$ cat src/rtl/hazard_scoreboard_if.sv
`default_nettype none
// ============================================================================
// Module   : hazard_scoreboard_if
// Purpose  : ID/EX hazard inputs and stall/flush/MD outputs of the scoreboard
// Revision : 1.0 - initial release
// ============================================================================
interface hazard_scoreboard_if #(
    parameter int CNT_W = 16
);
    logic [4:0]       ID_RegisterRs;
    logic [4:0]       ID_RegisterRt;
    logic [4:0]       ID_RegisterRd;
    logic             ID_UsesRs;
    logic             ID_UsesRt;
    logic             ID_RegWrite;
    logic             ID_MdOp;
    logic             ID_EX_MemRead;
    logic [4:0]       ID_EX_RegisterRt;
    logic             EX_BranchTaken;
    logic             PCWrite;
    logic             IF_ID_Write;
    logic             IF_ID_Flush;
    logic             ID_EX_Flush;
    logic             MD_Busy;
    logic [4:0]       MD_Rd;
    logic             MD_Done;
    logic [CNT_W-1:0] StallCount;

    // Pipeline side: presents decoded ID/EX state, consumes control outputs.
    modport master (
        output ID_RegisterRs, ID_RegisterRt, ID_RegisterRd, ID_UsesRs, ID_UsesRt,
               ID_RegWrite, ID_MdOp, ID_EX_MemRead, ID_EX_RegisterRt, EX_BranchTaken,
        input  PCWrite, IF_ID_Write, IF_ID_Flush, ID_EX_Flush, MD_Busy, MD_Rd,
               MD_Done, StallCount
    );

    modport slave (
        input  ID_RegisterRs, ID_RegisterRt, ID_RegisterRd, ID_UsesRs, ID_UsesRt,
               ID_RegWrite, ID_MdOp, ID_EX_MemRead, ID_EX_RegisterRt, EX_BranchTaken,
        output PCWrite, IF_ID_Write, IF_ID_Flush, ID_EX_Flush, MD_Busy, MD_Rd,
               MD_Done, StallCount
    );
endinterface
`default_nettype wire

$ cat src/rtl/hazard_scoreboard.sv
`default_nettype none
// ============================================================================
// Module   : hazard_scoreboard
// Purpose  : Stall/flush controller for load-use, MUL/DIV and branch hazards
// Revision : 1.0 - initial release
// ============================================================================
module hazard_scoreboard #(
    parameter int MD_LATENCY = 4,
    parameter int CNT_W      = 16
) (
    input wire                 clk_i,
    input wire                 rst_i,
    hazard_scoreboard_if.slave sb
);

    localparam logic [1:0] c_IDLE   = 2'd0;
    localparam logic [1:0] c_RUN    = 2'd1;
    localparam logic [1:0] c_DONE   = 2'd2;
    localparam logic [3:0] c_LAT_M1 = 4'(MD_LATENCY - 1);

    logic [1:0]       r_state;
    logic [1:0]       w_stateNext;
    logic [3:0]       r_cnt;
    logic [3:0]       w_cntNext;
    logic [4:0]       r_mdRd;
    logic [4:0]       w_mdRdNext;
    logic [CNT_W-1:0] r_stallCount;

    logic w_mdBusy;
    logic w_loadUse;
    logic w_mdRaw;
    logic w_mdWaw;
    logic w_mdStruct;
    logic w_stall;
    logic w_issue;
    logic w_countStall;

    // Register 0 is hardwired, so it never forms a dependency.
    function automatic logic srcHit(
        input logic [4:0] r,
        input logic       usesRs,
        input logic [4:0] rs,
        input logic       usesRt,
        input logic [4:0] rt
    );
        return (r != 5'd0) && ((usesRs && (rs == r)) || (usesRt && (rt == r)));
    endfunction

    assign w_mdBusy   = (r_state != c_IDLE);
    assign w_loadUse  = sb.ID_EX_MemRead &&
                        srcHit(sb.ID_EX_RegisterRt, sb.ID_UsesRs, sb.ID_RegisterRs,
                               sb.ID_UsesRt, sb.ID_RegisterRt);
    assign w_mdRaw    = w_mdBusy &&
                        srcHit(r_mdRd, sb.ID_UsesRs, sb.ID_RegisterRs,
                               sb.ID_UsesRt, sb.ID_RegisterRt);
    assign w_mdWaw    = w_mdBusy && sb.ID_RegWrite && (sb.ID_RegisterRd != 5'd0) &&
                        (sb.ID_RegisterRd == r_mdRd);
    assign w_mdStruct = w_mdBusy && sb.ID_MdOp;
    assign w_stall    = w_loadUse || w_mdRaw || w_mdWaw || w_mdStruct;
    assign w_issue    = sb.ID_MdOp && !w_stall && !sb.EX_BranchTaken && !w_mdBusy;
    assign w_countStall = w_stall && !sb.EX_BranchTaken;

    // A taken branch flushes the younger instructions, so any stall is moot.
    always_comb begin
        sb.PCWrite     = 1'b1;
        sb.IF_ID_Write = 1'b1;
        sb.IF_ID_Flush = 1'b0;
        sb.ID_EX_Flush = 1'b0;
        if (!rst_i) begin
            if (sb.EX_BranchTaken) begin
                sb.IF_ID_Flush = 1'b1;
                sb.ID_EX_Flush = 1'b1;
            end else if (w_stall) begin
                sb.PCWrite     = 1'b0;
                sb.IF_ID_Write = 1'b0;
                sb.ID_EX_Flush = 1'b1;
            end
        end
    end

    always_comb begin
        w_stateNext = r_state;
        w_cntNext   = r_cnt;
        w_mdRdNext  = r_mdRd;
        case (r_state)
            c_IDLE: begin
                if (w_issue) begin
                    w_stateNext = c_RUN;
                    w_cntNext   = c_LAT_M1;
                    w_mdRdNext  = sb.ID_RegisterRd;
                end
            end
            c_RUN: begin
                w_cntNext = r_cnt - 4'd1;
                if (r_cnt == 4'd1) begin
                    w_stateNext = c_DONE;
                end
            end
            c_DONE: begin
                w_stateNext = c_IDLE;
            end
            default: begin
                w_stateNext = c_IDLE;
            end
        endcase
    end

    always_ff @(posedge clk_i) begin
        if (rst_i) begin
            r_state      <= c_IDLE;
            r_cnt        <= 4'd0;
            r_mdRd       <= 5'd0;
            r_stallCount <= '0;
        end else begin
            r_state <= w_stateNext;
            r_cnt   <= w_cntNext;
            r_mdRd  <= w_mdRdNext;
            if (w_countStall && (r_stallCount != '1)) begin
                r_stallCount <= r_stallCount + CNT_W'(1);
            end
        end
    end

    assign sb.MD_Busy    = w_mdBusy;
    assign sb.MD_Rd      = r_mdRd;
    assign sb.MD_Done    = (r_state == c_DONE);
    assign sb.StallCount = r_stallCount;

endmodule
`default_nettype wire

$ cat src/flat_wrapper.sv
// flat-port wrapper written by rule: the top's interface ports become plain ports
module hazard_scoreboard_flat 
#(
    parameter int MD_LATENCY = 4,
    parameter int CNT_W      = 16
)
  (clk_i, rst_i, sb_ID_RegisterRs, sb_ID_RegisterRt, sb_ID_RegisterRd, sb_ID_UsesRs, sb_ID_UsesRt, sb_ID_RegWrite, sb_ID_MdOp, sb_ID_EX_MemRead, sb_ID_EX_RegisterRt, sb_EX_BranchTaken, sb_PCWrite, sb_IF_ID_Write, sb_IF_ID_Flush, sb_ID_EX_Flush, sb_MD_Busy, sb_MD_Rd, sb_MD_Done, sb_StallCount);
  hazard_scoreboard_if #(.CNT_W(CNT_W)) sb_i ();
  input wire clk_i;
  input wire rst_i;
  input wire logic [$bits(sb_i.ID_RegisterRs)-1:0] sb_ID_RegisterRs;
  input wire logic [$bits(sb_i.ID_RegisterRt)-1:0] sb_ID_RegisterRt;
  input wire logic [$bits(sb_i.ID_RegisterRd)-1:0] sb_ID_RegisterRd;
  input wire logic [$bits(sb_i.ID_UsesRs)-1:0] sb_ID_UsesRs;
  input wire logic [$bits(sb_i.ID_UsesRt)-1:0] sb_ID_UsesRt;
  input wire logic [$bits(sb_i.ID_RegWrite)-1:0] sb_ID_RegWrite;
  input wire logic [$bits(sb_i.ID_MdOp)-1:0] sb_ID_MdOp;
  input wire logic [$bits(sb_i.ID_EX_MemRead)-1:0] sb_ID_EX_MemRead;
  input wire logic [$bits(sb_i.ID_EX_RegisterRt)-1:0] sb_ID_EX_RegisterRt;
  input wire logic [$bits(sb_i.EX_BranchTaken)-1:0] sb_EX_BranchTaken;
  output wire logic [$bits(sb_i.PCWrite)-1:0] sb_PCWrite;
  output wire logic [$bits(sb_i.IF_ID_Write)-1:0] sb_IF_ID_Write;
  output wire logic [$bits(sb_i.IF_ID_Flush)-1:0] sb_IF_ID_Flush;
  output wire logic [$bits(sb_i.ID_EX_Flush)-1:0] sb_ID_EX_Flush;
  output wire logic [$bits(sb_i.MD_Busy)-1:0] sb_MD_Busy;
  output wire logic [$bits(sb_i.MD_Rd)-1:0] sb_MD_Rd;
  output wire logic [$bits(sb_i.MD_Done)-1:0] sb_MD_Done;
  output wire logic [$bits(sb_i.StallCount)-1:0] sb_StallCount;
  assign sb_i.ID_RegisterRs = sb_ID_RegisterRs;
  assign sb_i.ID_RegisterRt = sb_ID_RegisterRt;
  assign sb_i.ID_RegisterRd = sb_ID_RegisterRd;
  assign sb_i.ID_UsesRs = sb_ID_UsesRs;
  assign sb_i.ID_UsesRt = sb_ID_UsesRt;
  assign sb_i.ID_RegWrite = sb_ID_RegWrite;
  assign sb_i.ID_MdOp = sb_ID_MdOp;
  assign sb_i.ID_EX_MemRead = sb_ID_EX_MemRead;
  assign sb_i.ID_EX_RegisterRt = sb_ID_EX_RegisterRt;
  assign sb_i.EX_BranchTaken = sb_EX_BranchTaken;
  assign sb_PCWrite = sb_i.PCWrite;
  assign sb_IF_ID_Write = sb_i.IF_ID_Write;
  assign sb_IF_ID_Flush = sb_i.IF_ID_Flush;
  assign sb_ID_EX_Flush = sb_i.ID_EX_Flush;
  assign sb_MD_Busy = sb_i.MD_Busy;
  assign sb_MD_Rd = sb_i.MD_Rd;
  assign sb_MD_Done = sb_i.MD_Done;
  assign sb_StallCount = sb_i.StallCount;
  hazard_scoreboard #(.MD_LATENCY(MD_LATENCY), .CNT_W(CNT_W)) u_core (.clk_i(clk_i), .rst_i(rst_i), .sb(sb_i));
endmodule
$ cat config.mk
export PLATFORM = sky130hd
export DESIGN_NAME = hazard_scoreboard_flat
export DESIGN_NICKNAME = d
export VERILOG_FILES = /design/src/rtl/hazard_scoreboard_if.sv /design/src/rtl/hazard_scoreboard.sv /design/src/flat_wrapper.sv
export SDC_FILE = /design/constraint.sdc
export NUM_CORES = 1
export LEC_CHECK = 0
export ABC_AREA = 1
export CAP_MARGIN = 10
export CORE_MARGIN = 1.5
export CORE_UTILIZATION = 49
export DETAILED_ROUTE_END_ITERATION = 8
export PLACE_DENSITY = 0.81
export REMOVE_ABC_BUFFERS = 1
export SLEW_MARGIN = 15
export SYNTH_ARGS = -nofsm -noshare
export SYNTH_HDL_FRONTEND = slang
export SYNTH_SLANG_ARGS = --single-unit
$ cat constraint.sdc
create_clock -name clk_i -period 2.05 [get_ports clk_i]
set_input_delay 0.205 -clock clk_i [delete_from_list [all_inputs] [get_ports clk_i]]
set_output_delay 0.205 -clock clk_i [all_outputs]
set_load 0.01 [all_outputs]
# Yosys cells after proc, flatten, opt, wreduce, memory -nomap -nowiden

Index checks and enable logic that the tools add are counted.

Reduce and logical (&&, ||, !) cells: 34
Add/sub/neg operators: 2
Equal/unequal tests: 11
Multiplexer cells: 13

Operators by type and width:

| cell                                                                    | number |
|---|---|
| 5-bit equality test                                                     | 5 |
| 1-bit logical AND                                                       | 17 |
| 16-bit by 1-bit adder with 16-bit output, second input constant         | 1 |
| 16-bit inequality test, second input constant                           | 1 |
| 5-bit nonzero test                                                      | 3 |
| 1-bit two-way mux                                                       | 8 |
| 4-bit case mux with 2 select lines                                      | 1 |
| 2-bit AND reduction                                                     | 3 |
| 1-bit logical OR                                                        | 5 |
| 4-bit by 1-bit equality test with 1-bit output, second input constant   | 1 |
| 2-bit two-way mux                                                       | 2 |
| 4-bit two-way mux                                                       | 1 |
| 2-bit by 1-bit inequality test with 1-bit output, second input constant | 2 |
| 2-bit case mux with 2 select lines                                      | 1 |
| 2-bit nonzero test                                                      | 2 |
| 4-bit by 1-bit subtractor with 4-bit output, second input constant      | 1 |
| 1-bit zero test                                                         | 3 |
| 2-bit by 1-bit equality test with 1-bit output, second input constant   | 1 |
| 2-bit equality test, second input constant                              | 1 |
| 2-bit zero test                                                         | 1 |

Register bits: 27
Output and inout bits: 27
Logic and storage cells: 64
Input bits: 28

# Logic depth before layout (Yosys ltp)

Depth in word-level cells: 14
Mapped depth: 14
Gate-level depth less buffers: 14

# Worst setup path after synthesis

Ideal clock, no wire load.

Path type: reg-to-output
Start: reg u_core.r_mdRd[4] (netlist: u_core.sb.MD_Rd[4])
End: out sb_PCWrite
Slack: 0.256 ns
Data arrival time: 1.589 ns
Path buffers: 2
Stages on the path, launching flop included: 14
Path through: dfxtp_1 -> inv_1 -> nand2_1 -> nand2_1 -> nor2_1 -> nand3_1 -> nand2_1 -> nand2_1 -> nand2_1 -> nand2_1 -> nand2_4 -> buf_4 -> nand3_1 -> buf_4

Word-level cells in the longest chain between the ends: 11
Elaborated cells between the ends (all ways): 16
Classes of those cells: eq/ne: 3; mux: 3; reduce/logical: 10

Ends and longest elaborated chain:

| item                             | line                     | text |
|---|---|---|
| from (decl)                      | hazard_scoreboard.sv:25  | `logic [4:0] r_mdRd;` |
| from (signal assigned)           | hazard_scoreboard.sv:117 | `r_mdRd <= w_mdRdNext;` |
| 5-bit equality test              | hazard_scoreboard.sv:46  | `return (r != 5'd0) && ((usesRs && (rs == r)) \|\| (usesRt && (rt == r)));` |
| 1-bit logical AND                | hazard_scoreboard.sv:46  |  |
| 1-bit logical OR                 | hazard_scoreboard.sv:46  |  |
| 1-bit logical AND                | hazard_scoreboard.sv:46  |  |
| 1-bit logical AND                | hazard_scoreboard.sv:53  | `assign w_mdRaw = w_mdBusy &&` |
| 1-bit logical OR                 | hazard_scoreboard.sv:59  | `assign w_stall = w_loadUse \|\| w_mdRaw \|\| w_mdWaw \|\| w_mdStruct;` |
| 1-bit logical OR * (2 in a row)  | hazard_scoreboard.sv:59  |  |
| 1-bit two-way mux * (3 in a row) | --                       |  |
| to (decl)                        | flat_wrapper.sv:21       | `output wire logic [$bits(sb_i.PCWrite)-1:0] sb_PCWrite;` |

Mark *: on every way between the ends. The rest lies on a longest branch, timed or not.

# Worst setup path after layout

Start: in sb_ID_EX_RegisterRt[3]
End: out sb_ID_EX_Flush

Word-level cells in the longest chain between the ends: 11
Elaborated cells between the ends (all ways): 14
Classes of those cells: eq/ne: 2; mux: 3; reduce/logical: 9

Ends and longest elaborated chain:

| item                            | line                    | text |
|---|---|---|
| from (decl)                     | flat_wrapper.sv:19      | `input wire logic [$bits(sb_i.ID_EX_RegisterRt)-1:0] sb_ID_EX_RegisterRt;` |
| 5-bit equality test             | hazard_scoreboard.sv:46 |  |
| 1-bit logical AND               | hazard_scoreboard.sv:46 |  |
| 1-bit logical OR                | hazard_scoreboard.sv:46 |  |
| 1-bit logical AND *             | hazard_scoreboard.sv:46 |  |
| 1-bit logical AND *             | hazard_scoreboard.sv:50 | `assign w_loadUse = sb.ID_EX_MemRead &&` |
| 1-bit logical OR * (3 in a row) | hazard_scoreboard.sv:59 |  |
| 1-bit two-way mux *             | hazard_scoreboard.sv:73 | `end else if (w_stall) begin` |
| 1-bit two-way mux *             | hazard_scoreboard.sv:70 | `if (sb.EX_BranchTaken) begin` |
| 1-bit two-way mux *             | hazard_scoreboard.sv:69 | `if (!rst_i) begin` |
| to (decl)                       | flat_wrapper.sv:24      | `output wire logic [$bits(sb_i.ID_EX_Flush)-1:0] sb_ID_EX_Flush;` |

Marks and branches as above.

==> results.json <==
{
  "outcome": "finished clean",
  "ys_warn_count": 0,
  "die_y_um": 67.6,
  "place_congestion": 0.907,
  "setup_viol": 0,
  "track_usage_pct": 25.8,
  "synth_top_area_cell": "dfxtp_1",
  "drt_pass1_iterations": 5,
  "skew_ns": 0.00995,
  "synthCells": 350,
  "cp_slowest_cell": "clkdlybuf4s50_1",
  "area_delta_synth_final_pct": 36.5,
  "p_comb_share_pct": 27.7,
  "cts_inserted_buffers": 3,
  "crit_arrival_ns": 1.67,
  "avgRoutedWirePerCell_um": 12.4,
  "cp_cell_sequence": "clkdlybuf4s50_1, inv_1, nand4_1, o21ai_2, inv_1, a21oi_4, nand2_4, o21ai_1, inv_1, clkbuf_2",
  "max_stage_delay_ns": 0.43,
  "htreeDepth": 1,
  "drc": 0,
  "p_sw_w": 0.000388,
  "reg2reg_from": "u_core.sb.StallCount[1]",
  "synth.distinct_cells": 30,
  "worstHoldPathType": "register to register",
  "yosysMostFrequentCell": "nand2_1",
  "max_freq_ghz": 0.533,
  "timing.hold.ws_ns": 0.508,
  "slew_headroom_pct": 55.2,
  "routed_wl_um": 5760,
  "finalCritPeriodShare_pct": 91.5,
  "die_area_mm2": 0.00457,
  "clkSlewWorstSetupHoldPaths_ns": 0.11,
  "start_util_pct": 51.1,
  "cp-end-kind": "output pin",
  "synth_top_area_share_pct": 26.5,
  "crit_top_cell": "inv_1",
  "core_area_mm2": 0.00400,
  "p_clk_share_pct": 26.4,
  "ys_seq_elements": 27,
  "leakage_nw": 1.27,
  "seqPwrFrac_pct": 45.8,
  "antenna_found_initial": 0,
  "viasPerCell": 5.20,
  "peakVddDrop_mv": 0.282,
  "netlist_top_cells_count": "nand2_1, nor2_1, inv_1",
  "start_kind": "input pin",
  "cts_root_buf": "clkbuf_8",
  "synth.area.top_cells": "dfxtp_1, nand2_1, nor2_1",
  "total_power_w": 0.00123,
  "design_area_mm2": 0.00279,
  "antennaDiodeCount": 0,
  "final.fill_count": 383,
  "internal-power_w": 0.000840,
  "layout.nets": 447,
  "drive_above_1_share_pct": 11.1,
  "die_width_um": 67.6,
  "setup_tns_ns": 0,
  "hold_depth": 2,
  "cap_violations": 0,
  "rows": 23,
  "power_density_mw_per_mm2": 440,
  "clock_sinks": 27,
  "r2r-end": "u_core.sb.StallCount[3]",
  "cts_buffer_depth": 2,
  "drv_slew": 0,
  "netlist_area_mm2": 0.00204,
  "hold_viol": 0,
  "swShare_pct": 31.6,
  "cp.required_ns": 1.85,
  "post-route-min-period_ns": 1.88,
  "yosysSeqAreaShare_pct": 26.5,
  "grt_pass1_wl_um": 9180,
  "reg2reg_setup_slack_ns": 0.20,
  "vias": 2417,
  "rsz0062_at_grt": "false",
  "place_area_mm2": 0.00271,
  "crit_fanout": 4,
  "io_buffers": 54,
  "rr_worst_depth": 9,
  "grt_max_degree": 19,
  "crit_buf_inv": 5,
  "ant_nets": 0,
  "hp-start": "u_core.sb.StallCount[13]",
  "grt_pass1_vias": 2112,
  "synth_edf_count": 0,
  "synth_area_per_cell_um2": 5.84,
  "synth_ff_type": "dfxtp_1",
  "final_util_pct": 69.7,
  "synth_async_sr_flop_share_pct": 0,
  "hold_end": "u_core.sb.StallCount[13]",
  "worst-setup-path-type": "input pin to output pin",
  "io_pins": 55,
  "clock_latency_ns": 0.28,
  "overflow": 0,
  "crit_family": "buffers and inverters",
  "worstMarginPinSlew_ns": 0.665,
  "drt_first_iter_violations": 151,
  "cts_tree": "done",
  "dp_hpwl_um": 4230
}
-- power by group through the flow --
stage,sequential [W],clock (W),combinational (W)
finish,0.000563,0.000324,0.000340
global route,0.000567,0.000351,0.000377
CTS,0.000561,0.000332,0.000333
detailed placement,0.000572,0,0.000330
global placement,0.000572,0,0.000324
floorplan,0.000576,0,0.000160
-- area by class of cell --
type	instances	area, um^2	share of cell area [%]
Clock inverter	1	7.51	0.269
Timing Repair Buffer	69	656	23.5
Tap cell	50	62.6	2.24
Sequential cell	27	546	19.6
Inverter	49	184	6.59
Clock buffer	3	41.3	1.48
Multi-Input combinational cell	266	1290	46.3
-- sequential cells by signal, summed over array words and instances, names as in the netlist --
register	flops
u_core.r_cnt	4
u_core.r_state	2
u_core.sb.MD_Rd	5
u_core.sb.StallCount	16
-- cell usage in the layout, fill, tap and decap left out, types with 2 or more instances in the layout --
cell             instances
a21oi_1                 18
xor2_1                   9
nand2_1                119
nand2_2                  2
clkbuf_2                 3
ha_1                     3
inv_2                    7
o21ai_1                  2
nor3_2                   2
nor3_1                   7
clkdlybuf4s50_1         49
buf_4                   14
clkbuf_8                 3
inv_1                   41
nand3_1                 24
dfxtp_2                  4
nor2_1                  46
dfxtp_1                 23
dlymetal6s2s_1           2
xnor2_1                  2
nand4_1                 19
nand3_4                  2
nor4_1                   3
-- logic make-up after synthesis --
logic type / share of synthesized area, %
adders and majority gates: 1.84
buffers and inverters: 11.8
DFF: 26.5
xor gates and xnor gates: 4.72
and+or+nand+nor: 49.2
AOI/OAI and AO/OA: 5.94
-- repair_timing --
| action | in CTS | in global routing |
|---|---|---|
| endpoints found under the setup margin | 3 | 19 |
| gates cloned | 0 | 1 |
| hold buffers | 0 | 0 |
| setup buffers | 0 | 0 |
| gates resized for setup | 8 | 17 |
| pin swaps | 0 | 1 |
-- worst max path at each step --
stage | from | to | slack, ns | depth (start not counted)
2_1_floorplan | u_core.sb.StallCount[0] | u_core.sb.StallCount[0] | 0.20 | 10
3_3_place_gp | sb_ID_EX_RegisterRt[0] | sb_ID_EX_Flush | -0.27 | 10
3_5_place_dp | sb_ID_EX_RegisterRt[0] | sb_ID_EX_Flush | -0.31 | 10
4_1_cts | sb_ID_EX_RegisterRt[0] | sb_ID_EX_Flush | -0.03 | 10
5_1_grt | sb_ID_RegisterRs[0] | u_core.sb.StallCount[1] | 0.02 | 16
6_report | sb_ID_EX_RegisterRt[3] | sb_ID_EX_Flush | 0.17 | 10
-- tightest hold or removal path: cells and delay by family, from the launching register on --
kind | cells | cell delay (ns)
AND/OR/NAND/NOR | 1 | 0.07
AO/OA/AOI/OAI | 1 | 0.05
flip-flops | 1 | 0.35
-- per-stage QoR --
| step | instances | worst slack, ns |
|---|---|---|
| 6_report | 465 | 0.173 |
| 5_1_grt | 465 | 0.0221 |
| 4_1_cts | 464 | -0.0341 |
| 3_5_place_dp | 460 | -0.314 |
| 3_3_place_gp | 460 | -0.268 |
| 2_1_floorplan | 341 | 0.200 |
-- routing by layer --
| layer | vias up | track usage (%) | share of wire (%) |
|---|---|---|---|
| li1 | 1244 | - | - |
| met1 | 1086 | 34.2 | 47 |
| met2 | 83 | 44.5 | 46 |
| met3 | 4 | 3.17 | 6.0 |
| met4 | 0 | 5.61 | 0.80 |
| met5 | - | 0 | 0 |
Power figures use the tool's default switching activity.
